`src/rtl/i2c_pkg.sv`:
```
// Shared constants for the i2c_master command interface and the register-access sequencer.
package i2c_pkg;

    localparam int CB_STRT = 0;
    localparam int CB_STOP = 1;
    localparam int CB_READ = 2;
    localparam int CB_WRTE = 3;
    localparam int CB_NACK = 4;

    localparam logic [4:0] C_STRT = 5'b00001;
    localparam logic [4:0] C_STOP = 5'b00010;
    localparam logic [4:0] C_READ = 5'b00100;
    localparam logic [4:0] C_WRTE = 5'b01000;
    localparam logic [4:0] C_NACK = 5'b10000;
    localparam logic [4:0] C_CLRS = 5'b00000;

    localparam int SB_BSY = 0;
    localparam int SB_ERR = 1;
    localparam int SB_ALO = 2;
    localparam int SB_ACK = 3;

    localparam logic [1:0] ERR_OK   = 2'd0;
    localparam logic [1:0] ERR_NACK = 2'd1;
    localparam logic [1:0] ERR_ALO  = 2'd2;
    localparam logic [1:0] ERR_REJ  = 2'd3;

    typedef enum logic [3:0] {
        ST_IDLE,
        ST_CLR,
        ST_ISSUE,
        ST_ACPT,
        ST_WAIT,
        ST_CHECK,
        ST_STOP,
        ST_STOPW,
        ST_RESP
    } state_t;

endpackage

```
`src/rtl/i2c_reg_seq_step.sv`:
```
// Step table: maps the current step of a register access to the i2c_master command and data byte.
module i2c_reg_seq_step
    import i2c_pkg::*;
(
    input  logic [1:0] step_i,
    input  logic       rnw_i,
    input  logic [6:0] dev_i,
    input  logic [7:0] reg_i,
    input  logic [7:0] wdat_i,
    output logic [4:0] cmd_o,
    output logic [7:0] dat_o,
    output logic       is_last_o,
    output logic       has_stop_o
);

    always_comb begin
        cmd_o      = C_CLRS;
        dat_o      = 8'h00;
        is_last_o  = 1'b0;
        has_stop_o = 1'b0;
        case (step_i)
            2'd0: begin
                cmd_o = C_STRT | C_WRTE;
                dat_o = {dev_i, 1'b0};
            end
            2'd1: begin
                cmd_o = C_WRTE;
                dat_o = reg_i;
            end
            2'd2: begin
                if (rnw_i) begin
                    // repeated START turning the bus around for the read phase
                    cmd_o = C_STRT | C_WRTE;
                    dat_o = {dev_i, 1'b1};
                end else begin
                    cmd_o      = C_WRTE | C_STOP;
                    dat_o      = wdat_i;
                    is_last_o  = 1'b1;
                    has_stop_o = 1'b1;
                end
            end
            default: begin
                cmd_o      = C_READ | C_NACK | C_STOP;
                dat_o      = 8'h00;
                is_last_o  = 1'b1;
                has_stop_o = 1'b1;
            end
        endcase
    end

endmodule

```
`src/rtl/i2c_reg_seq.sv`:
```
// Register-access sequencer: turns one read/write request into i2c_master byte commands,
// with ACK checking, STOP after NACK and bounded retry on arbitration loss.
//
// state  | meaning
// IDLE   | waiting for a request
// CLR    | master idle -> strobe clear-status
// ISSUE  | master idle -> strobe current step
// ACPT   | one cycle after strobe, check the master took it
// WAIT   | byte in progress
// CHECK  | evaluate ALO/ERR/ACK, advance, retry or finish
// STOP   | NACK mid-sequence, strobe STOP only
// STOPW  | wait for STOP to complete
// RESP   | one-cycle response pulse
module i2c_reg_seq
    import i2c_pkg::*;
#(
    parameter int RETRIES = 2
) (
    input  logic       clk,
    input  logic       rst,
    input  logic       req_vld,
    output logic       req_rdy,
    input  logic       req_rnw,
    input  logic [6:0] req_dev,
    input  logic [7:0] req_reg,
    input  logic [7:0] req_wdat,
    output logic       rsp_vld,
    output logic [1:0] rsp_err,
    output logic [7:0] rsp_rdat,
    output logic [4:0] m_cmd,
    output logic [7:0] m_dat,
    output logic       m_ws,
    input  logic [3:0] m_stat,
    input  logic [7:0] m_rdat
);

    localparam int RW = (RETRIES > 0) ? $clog2(RETRIES + 1) : 1;
    localparam logic [RW-1:0] RETRY_MAX = RW'(RETRIES);

    state_t        state_q, state_d;
    logic [1:0]    step_q, step_d;
    logic [RW-1:0] retry_q, retry_d;
    logic [1:0]    rsp_err_q, rsp_err_d;
    logic [7:0]    rsp_rdat_q, rsp_rdat_d;
    logic          req_rdy_q, req_rdy_d;
    logic          ws_q;
    logic [4:0]    m_cmd_q;
    logic [7:0]    m_dat_q;
    logic          rnw_q;
    logic [6:0]    dev_q;
    logic [7:0]    reg_q, wdat_q;

    logic       accept;
    logic       ws;
    logic [4:0] cmd, s_cmd;
    logic [7:0] dat, s_dat;
    logic       s_last, s_stop;
    logic       bsy, err, alo, ack;
    logic       rd_data_step;

    assign bsy = m_stat[SB_BSY];
    assign err = m_stat[SB_ERR];
    assign alo = m_stat[SB_ALO];
    assign ack = m_stat[SB_ACK];

    assign accept       = req_vld && req_rdy_q;
    assign rd_data_step = rnw_q && (step_q == 2'd3);

    i2c_reg_seq_step u_step (
        .step_i     (step_q),
        .rnw_i      (rnw_q),
        .dev_i      (dev_q),
        .reg_i      (reg_q),
        .wdat_i     (wdat_q),
        .cmd_o      (s_cmd),
        .dat_o      (s_dat),
        .is_last_o  (s_last),
        .has_stop_o (s_stop)
    );

    // Strobes are gated by ws_q so a clear that leaves the master idle is never followed
    // by a back-to-back command strobe.
    always_comb begin
        state_d    = state_q;
        step_d     = step_q;
        retry_d    = retry_q;
        rsp_err_d  = rsp_err_q;
        rsp_rdat_d = rsp_rdat_q;
        ws         = 1'b0;
        cmd        = m_cmd_q;
        dat        = m_dat_q;
        case (state_q)
            ST_IDLE: begin
                if (accept) begin
                    state_d = ST_CLR;
                    step_d  = 2'd0;
                    retry_d = '0;
                end
            end
            ST_CLR: begin
                if (!bsy && !ws_q) begin
                    ws      = 1'b1;
                    cmd     = C_CLRS;
                    state_d = ST_ISSUE;
                end
            end
            ST_ISSUE: begin
                if (!bsy && !ws_q) begin
                    ws      = 1'b1;
                    cmd     = s_cmd;
                    dat     = s_dat;
                    state_d = ST_ACPT;
                end
            end
            ST_ACPT: begin
                if (bsy) begin
                    state_d = ST_WAIT;
                end else if (err) begin
                    rsp_err_d = ERR_REJ;
                    state_d   = ST_RESP;
                end else begin
                    state_d = ST_CHECK;
                end
            end
            ST_WAIT: begin
                if (!bsy) state_d = ST_CHECK;
            end
            ST_CHECK: begin
                if (alo) begin
                    if (retry_q < RETRY_MAX) begin
                        retry_d = retry_q + 1'b1;
                        step_d  = 2'd0;
                        state_d = ST_CLR;
                    end else begin
                        rsp_err_d = ERR_ALO;
                        state_d   = ST_RESP;
                    end
                end else if (err) begin
                    rsp_err_d = ERR_REJ;
                    state_d   = ST_RESP;
                end else if (!rd_data_step && !ack) begin
                    if (s_stop) begin
                        rsp_err_d = ERR_NACK;
                        state_d   = ST_RESP;
                    end else begin
                        state_d = ST_STOP;
                    end
                end else if (s_last) begin
                    if (rd_data_step) rsp_rdat_d = m_rdat;
                    rsp_err_d = ERR_OK;
                    state_d   = ST_RESP;
                end else begin
                    step_d  = step_q + 2'd1;
                    state_d = ST_ISSUE;
                end
            end
            ST_STOP: begin
                if (!bsy && !ws_q) begin
                    ws      = 1'b1;
                    cmd     = C_STOP;
                    state_d = ST_STOPW;
                end
            end
            ST_STOPW: begin
                if (!ws_q && !bsy) begin
                    rsp_err_d = alo ? ERR_ALO : ERR_NACK;
                    state_d   = ST_RESP;
                end
            end
            ST_RESP: state_d = ST_IDLE;
            default: state_d = ST_IDLE;
        endcase
    end

    assign req_rdy_d = (state_d == ST_IDLE);

    always_ff @(posedge clk) begin
        if (rst) begin
            state_q    <= ST_IDLE;
            step_q     <= 2'd0;
            retry_q    <= '0;
            rsp_err_q  <= ERR_OK;
            rsp_rdat_q <= 8'h00;
            req_rdy_q  <= 1'b0;
            ws_q       <= 1'b0;
            m_cmd_q    <= C_CLRS;
            m_dat_q    <= 8'h00;
            rnw_q      <= 1'b0;
            dev_q      <= 7'h00;
            reg_q      <= 8'h00;
            wdat_q     <= 8'h00;
        end else begin
            state_q    <= state_d;
            step_q     <= step_d;
            retry_q    <= retry_d;
            rsp_err_q  <= rsp_err_d;
            rsp_rdat_q <= rsp_rdat_d;
            req_rdy_q  <= req_rdy_d;
            ws_q       <= ws;
            m_cmd_q    <= cmd;
            m_dat_q    <= dat;
            if (accept) begin
                rnw_q  <= req_rnw;
                dev_q  <= req_dev;
                reg_q  <= req_reg;
                wdat_q <= req_wdat;
            end
        end
    end

    assign req_rdy  = req_rdy_q;
    assign rsp_vld  = (state_q == ST_RESP);
    assign rsp_err  = rsp_err_q;
    assign rsp_rdat = rsp_rdat_q;
    assign m_ws     = ws;
    assign m_cmd    = cmd;
    assign m_dat    = dat;

endmodule

```
`config.mk`:
```
export PLATFORM = sky130hd
export DESIGN_NAME = i2c_reg_seq
export DESIGN_NICKNAME = d
export VERILOG_FILES = /design/src/rtl/i2c_pkg.sv /design/src/rtl/i2c_reg_seq_step.sv /design/src/rtl/i2c_reg_seq.sv
export SDC_FILE = /design/constraint.sdc
export NUM_CORES = 1
export LEC_CHECK = 0
export CAP_MARGIN = 20
export CORE_ASPECT_RATIO = 1.4
export CORE_MARGIN = 5
export CORE_UTILIZATION = 45
export DETAILED_ROUTE_END_ITERATION = 12
export HOLD_SLACK_MARGIN = 0.1
export PLACE_DENSITY = 0.8
export SYNTH_ARGS = -nofsm -noshare
export SYNTH_HDL_FRONTEND = slang
export SYNTH_SLANG_ARGS = --single-unit
```
`constraint.sdc`:
```
create_clock -name clk -period 3.3 [get_ports clk]
set_clock_uncertainty 0.15 [all_clocks]
set_input_delay 0.495 -clock clk [delete_from_list [all_inputs] [get_ports clk]]
set_output_delay 0.495 -clock clk [all_outputs]
set_load 0.01 [all_outputs]
```
After elaboration in Yosys (flattened, before gate mapping). Index checks and enable logic that the tools add are counted.

Add/subtract/negate cells: 2. Magnitude comparators: 1. Equality and inequality tests: 23. Muxes and demuxes: 50. Bitwise operators: 3. Reduce and logical (&&, ||, !) cells: 19.

Operator list (count): two-way mux 4 bit (14); two-way mux 2 bit (19); one-hot mux 4 bit (8 select lines) (1); one-hot mux 5 bit (3 select lines) (2); two-way mux 8 bit (3); one-hot mux 8 bit (3 select lines) (1); AND reduction 6 bit (3); equality test 4 x 3 -> 1 bit (second input constant) (4); two-way mux 5 bit (3); != test 3 bit (second input constant) (5); != test 2 bit (second input constant) (6); equality test 4 x 2 -> 1 bit (second input constant) (2); logical NOT 4 bit (2); one-hot mux 2 bit (2 select lines) (2); one-hot mux 2 bit (3 select lines) (1); adder 2 x 1 -> 2 bit (second input constant) (2); equality test 2 bit (second input constant) (2); equality test 4 x 1 -> 1 bit (second input constant) (1); equality test 4 bit (second input constant) (1); logical AND 1 bit (4); logical NOT 1 bit (4); != test 4 bit (second input constant) (1); AND reduction 4 bit (1); two-way mux 1 bit (3); 9 further kinds (11).

Flip-flop bits (word level): 57. Bits of input ports: 39. Output and inout bits: 26. Logic and storage cells: 111.

Logic depth before layout (Yosys ltp). Gate-level depths: netlist of run 1.

Depth after elaboration: 9. Gate-level depth with buffers: 7. Depth with buffers taken out: 6.

By module. From an unflattened synthesis of run 1, not the netlist that was laid out.

Cells, all modules: 322. Area total of the unflattened synthesis: 2808.9 µm².

By module, submodules not included: i2c_reg_seq (times used 1, cells an instance 277, area each 2452.4 µm², seq. area each 1141.1 µm²); i2c_reg_seq_step (times used 1, cells an instance 45, area each 356.6 µm², seq. area each 0.0 µm²).

Worst setup path before layout of run 1. OpenSTA, ideal clock, no wires.

Path kind: register to output. Start: register step_q[0]. End: output m_dat[1]. Data arrival time: 1509 ps. Data required time: 2655 ps. Path slack: 1146 ps. Stages on the path, launching flop included: 6. Buffers on the path: 0. Cell sequence: dfxtp_1 > inv_1 > ha_1 > a21o_1 > a221o_1 > a22o_2.

Word-level cells in the longest chain between the ends: 4. Elaborated cells between the ends (all ways): 6. Classes of those cells: 2 x eq/ne; 3 x mux; 1 x reduce/logical.

Ends and longest elaborated chain: start: declaration (RTL line i2c_reg_seq.sv:41) `logic [1:0] step_q, step_d;`; start signal: assignment (RTL line i2c_reg_seq.sv:194) `step_q <= step_d;`; equality test 2 bit, or another cell as far along (RTL line i2c_reg_seq_step.sv:21) `case (step_i)`; one-hot mux 8 bit (3 select lines) (*) (RTL line i2c_reg_seq_step.sv:21); two-way mux 8 bit (*) (RTL line i2c_reg_seq.sv:108) `if (!bsy && !ws_q) begin`; two-way mux 8 bit (*) (RTL line i2c_reg_seq.sv:92) `case (state_q)`; end: declaration (RTL line i2c_reg_seq.sv:31) `output logic [7:0] m_dat,`.

Mark *: on every way between the ends. The rest lies on a longest branch, timed or not.

Worst setup path in the final report of run 1.
Start: register step_q[0]. End: output m_dat[3].

The elaborated chain is that of the path after synthesis.

==> results.sh, run 1 <==
export IMPL_status="completed"
export IMPL_finalSetupViolCount=0
export IMPL_dr_pass1_iters=5
export IMPL_power_density_mw_per_mm2=505
export IMPL_relSlewSlack_pct=48.7
export IMPL_maxSlewViolCount=0
export IMPL_fin_util_pct=60.6
export IMPL_num_vias=2421
export IMPL_grt_usage_pct=19.5
export IMPL_drv_cap=0
export IMPL_fp_row_count=33
export IMPL_crit_chain="inv_1 > ha_1 > a21o_2 > a221o_1 > a22o_2 > clkdlybuf4s50_1"
export IMPL_coreArea_mm2=0.00578
export IMPL_instances_no_fill=445
export IMPL_n_antenna_cell=0
export IMPL_ctsHoldBuffers=0
export IMPL_ys_types=49
export IMPL_antenna_found_initial=0
export IMPL_crit_buf_inv=2
export IMPL_hold_viol_final=0
export IMPL_place_hpwl_um=4960
export IMPL_drc=0
export IMPL_criticalPathCategory="reg2out"
export IMPL_max_stage_delay_ns=0.48
export IMPL_nets=415
export IMPL_worstPathArrival_ns=2.52
export IMPL_viasPerCell=5.44
export IMPL_final_layout_size_suffix_gt1_share_pct=9.60
export IMPL_leakagePower_nw=1.36
export IMPL_die_w_um=74.5
export IMPL_wirelength_um=6860
export IMPL_ir_drop_mv=0.401
export IMPL_htreeDepth=3
export IMPL_dieArea_mm2=0.00747
export IMPL_cts_root_buf="clkbuf_8"
export IMPL_clk_pin_slew_worst_paths_ns=0.06
export IMPL_hold_path_class="reg2reg"
export IMPL_period_share_pct=95.8
export IMPL_grt_max_degree=28
export IMPL_cts_tree="done"
export IMPL_setup_ws_ns=0.138
export IMPL_io_pins=65
export IMPL_drtIter0Drc=200
export IMPL_syn_nets=350
export IMPL_grt_pass1_wl_um=11300
export IMPL_rsz0062_at_grt="false"
export IMPL_cp_data_required_time_ns=2.65
export IMPL_synth_area_top_cells="dfxtp_1, nand2_1, a21oi_1, and2_1, mux2i_1"
export IMPL_crit_fanout=8
export IMPL_crit_family="compound AO/OA/AOI/OAI gates"
export IMPL_place_gp_congestion=0.871
export IMPL_yosysTopAreaCell="dfxtp_1"
export IMPL_syn_inst=306
export IMPL_synthesis_area_mm2=0.00262
export IMPL_post_place_ws_ns=0.232
export IMPL_worst_pin_slew_ns=0.768
export IMPL_synthFlopType="dfxtp_1"
export IMPL_finalSetupTns_ns=0
export IMPL_end_kind="primary output"
export IMPL_grt_pass1_vias=2390
export IMPL_hold_ws_ns=0.298
export IMPL_start_kind="flop"
export IMPL_async_reset_ff_share_pct=0
export IMPL_slowest_stage="clkdlybuf4s50_1"
export IMPL_grt_remaining_overflow=0
export IMPL_fmax_mhz=316
export IMPL_port_buffers=64
export IMPL_clkLatencyLatePin_ns=0.33
export IMPL_wl_per_cell_um=15.4
export IMPL_seq_area_frac_synth_pct=43.6
export IMPL_start_util_pct=45.3
export IMPL_clock_sinks=57
export IMPL_postRouteAntennaNets=0
export IMPL_place_inst=430
export IMPL_tritoncts_num_buffers=9
export IMPL_synth_edf_count=0
export IMPL_ys_ff_latch=57
export IMPL_area_delta_synth_final_pct=33.7
export IMPL_die_h_um=100
export IMPL_yosys_area_top_type_share_pct=43.6
export IMPL_layout_min_cycle_time_ns=3.16
export IMPL_cts_buffer_depth=2
export IMPL_synth_warnings=0
export IMPL_syn_avg_cell_area_um2=8.56
[what timing repair did]
| action | 4_1_cts | 5_1_grt |
|---|---|---|
| resized for setup | 1 | 1 |
| setup endpoints to repair | 1 | 2 |
| buffers inserted | 0 | 0 |
[registers in the layout, summed over array words and instances, names as in the netlist, 2 cells and up]
| signal | count |
|---|---|
| dev_q | 7 |
| m_cmd_q | 5 |
| rsp_err | 2 |
| reg_q | 8 |
| retry_q | 2 |
| m_dat_q | 8 |
| wdat_q | 8 |
| state_q | 4 |
| step_q | 2 |
| rsp_rdat | 8 |
[cell type report]
class | instances | area [um2]
Clock buffer | 12 | 145
Clock inverter | 3 | 17.5
Fill cell | 519 | 2280
Inverter | 9 | 33.8
Multi-Input combinational cell | 222 | 1380
Sequential cell | 57 | 1140
Tap cell | 70 | 87.6
Timing Repair Buffer | 72 | 701
[cells in the final DEF, fill, tap and decap left out, types with 5 or more instances in the layout]
cell type / n
and2_1: 22
inv_1: 9
a211oi_1: 5
clkdlybuf4s50_1: 64
ha_1: 5
clkbuf_8: 10
a221o_1: 7
dfxtp_1: 57
mux2i_1: 9
nand2_1: 56
a21oi_1: 31
a22o_2: 8
nor2_1: 20
buf_4: 8
[per-layer routing]
| layer | part of all wire, % | GRT usage [%] |
|---|---|---|
| met2 | 53 | 33.9 |
| met1 | 38 | 21.8 |
| met5 | 0 | 0 |
| met4 | 2.0 | 8.22 |
| met3 | 6.4 | 5.31 |
[per-stage QoR]
step	total power, mW	cell area (um2)
global placement	1.23	3330
detailed placement	1.23	3330
finish	1.77	3500
CTS	1.78	3500
floorplan	1.06	2620
global route	1.86	3500
[logic make-up (layout without fill, tap and decap cells)]
logic type,after synthesis,in the layout,share of synthesized area [%]
AO/OA/AOI/OAI,77,77,20.4
multiplexers,9,9,3.44
AND/OR/NAND/NOR,130,130,25.8
buffers and inverters,27,96,4.06
XOR/XNOR,1,1,0.335
adder cells (fa/ha/maj),5,5,2.39
flip-flops,57,57,43.6
[final timing paths]
| check | cells past startpoint | slack (ns) | endpoint | from |
|---|---|---|---|---|
| hold reg to reg | 2 | 0.30 | reg_q[2]$_SDFFE_PP0P_ | reg_q[2]$_SDFFE_PP0P_ |
| setup / recovery | 6 | 0.14 | m_dat[3] | step_q[0]$_SDFFE_PP0P_ |
| hold / removal | 2 | 0.30 | reg_q[2]$_SDFFE_PP0P_ | reg_q[2]$_SDFFE_PP0P_ |
| setup reg to reg | 4 | 1.18 | rsp_rdat[1]$_SDFFE_PP0P_ | state_q[0]$_SDFF_PP0_ |
[report_power, final]
| part | total [mW] | internal (mW) | switching [mW] |
|---|---|---|---|
| clock network | 0.545 | 0.286 | 0.259 |
| registers | 0.811 | 0.751 | 0.0604 |
| logic | 0.411 | 0.201 | 0.210 |
| total | 1.77 | 1.24 | 0.529 |
[synth_stat cells (all sizes together) (2+ instances only)]
library cell   n
dfxtp         57
nand2         56
a21oi         31
and2          22
nor2          20
clkbuf        13
a22o          10
inv            9
mux2i          9
a221o          7
a211oi         5
buf            5
ha             5
nor2b          5
o21ai          5
a31oi          4
nand2b         4
a21o           3
a32oi          3
nand4          3
nor3           3
nor3b          3
and4           2
nor4           2
o31ai          2
or4            2
[worst register-to-register path: stages (launching register included)]
cell	delay [ns]
dfxtp_1	0.65
and4bb_2	0.46
nand4_2	0.39
mux2i_1	0.30
nor2_1	0.06
Note: power is estimated with default switching activity, not from simulation.
==> run 2, diff against run 1 <==
Settings changed: ABC_CLOCK_PERIOD_IN_PS set to 3300.
==> results of run 2 <==
Same layout as run 1: the final DEF is identical, and so are final timing and power.
==> run 3, diff against run 2 <==
Settings changed: SKIP_LAST_GASP set to 1.
==> results of run 3 <==
Same layout as run 1: the final DEF is identical, and so are final timing and power.
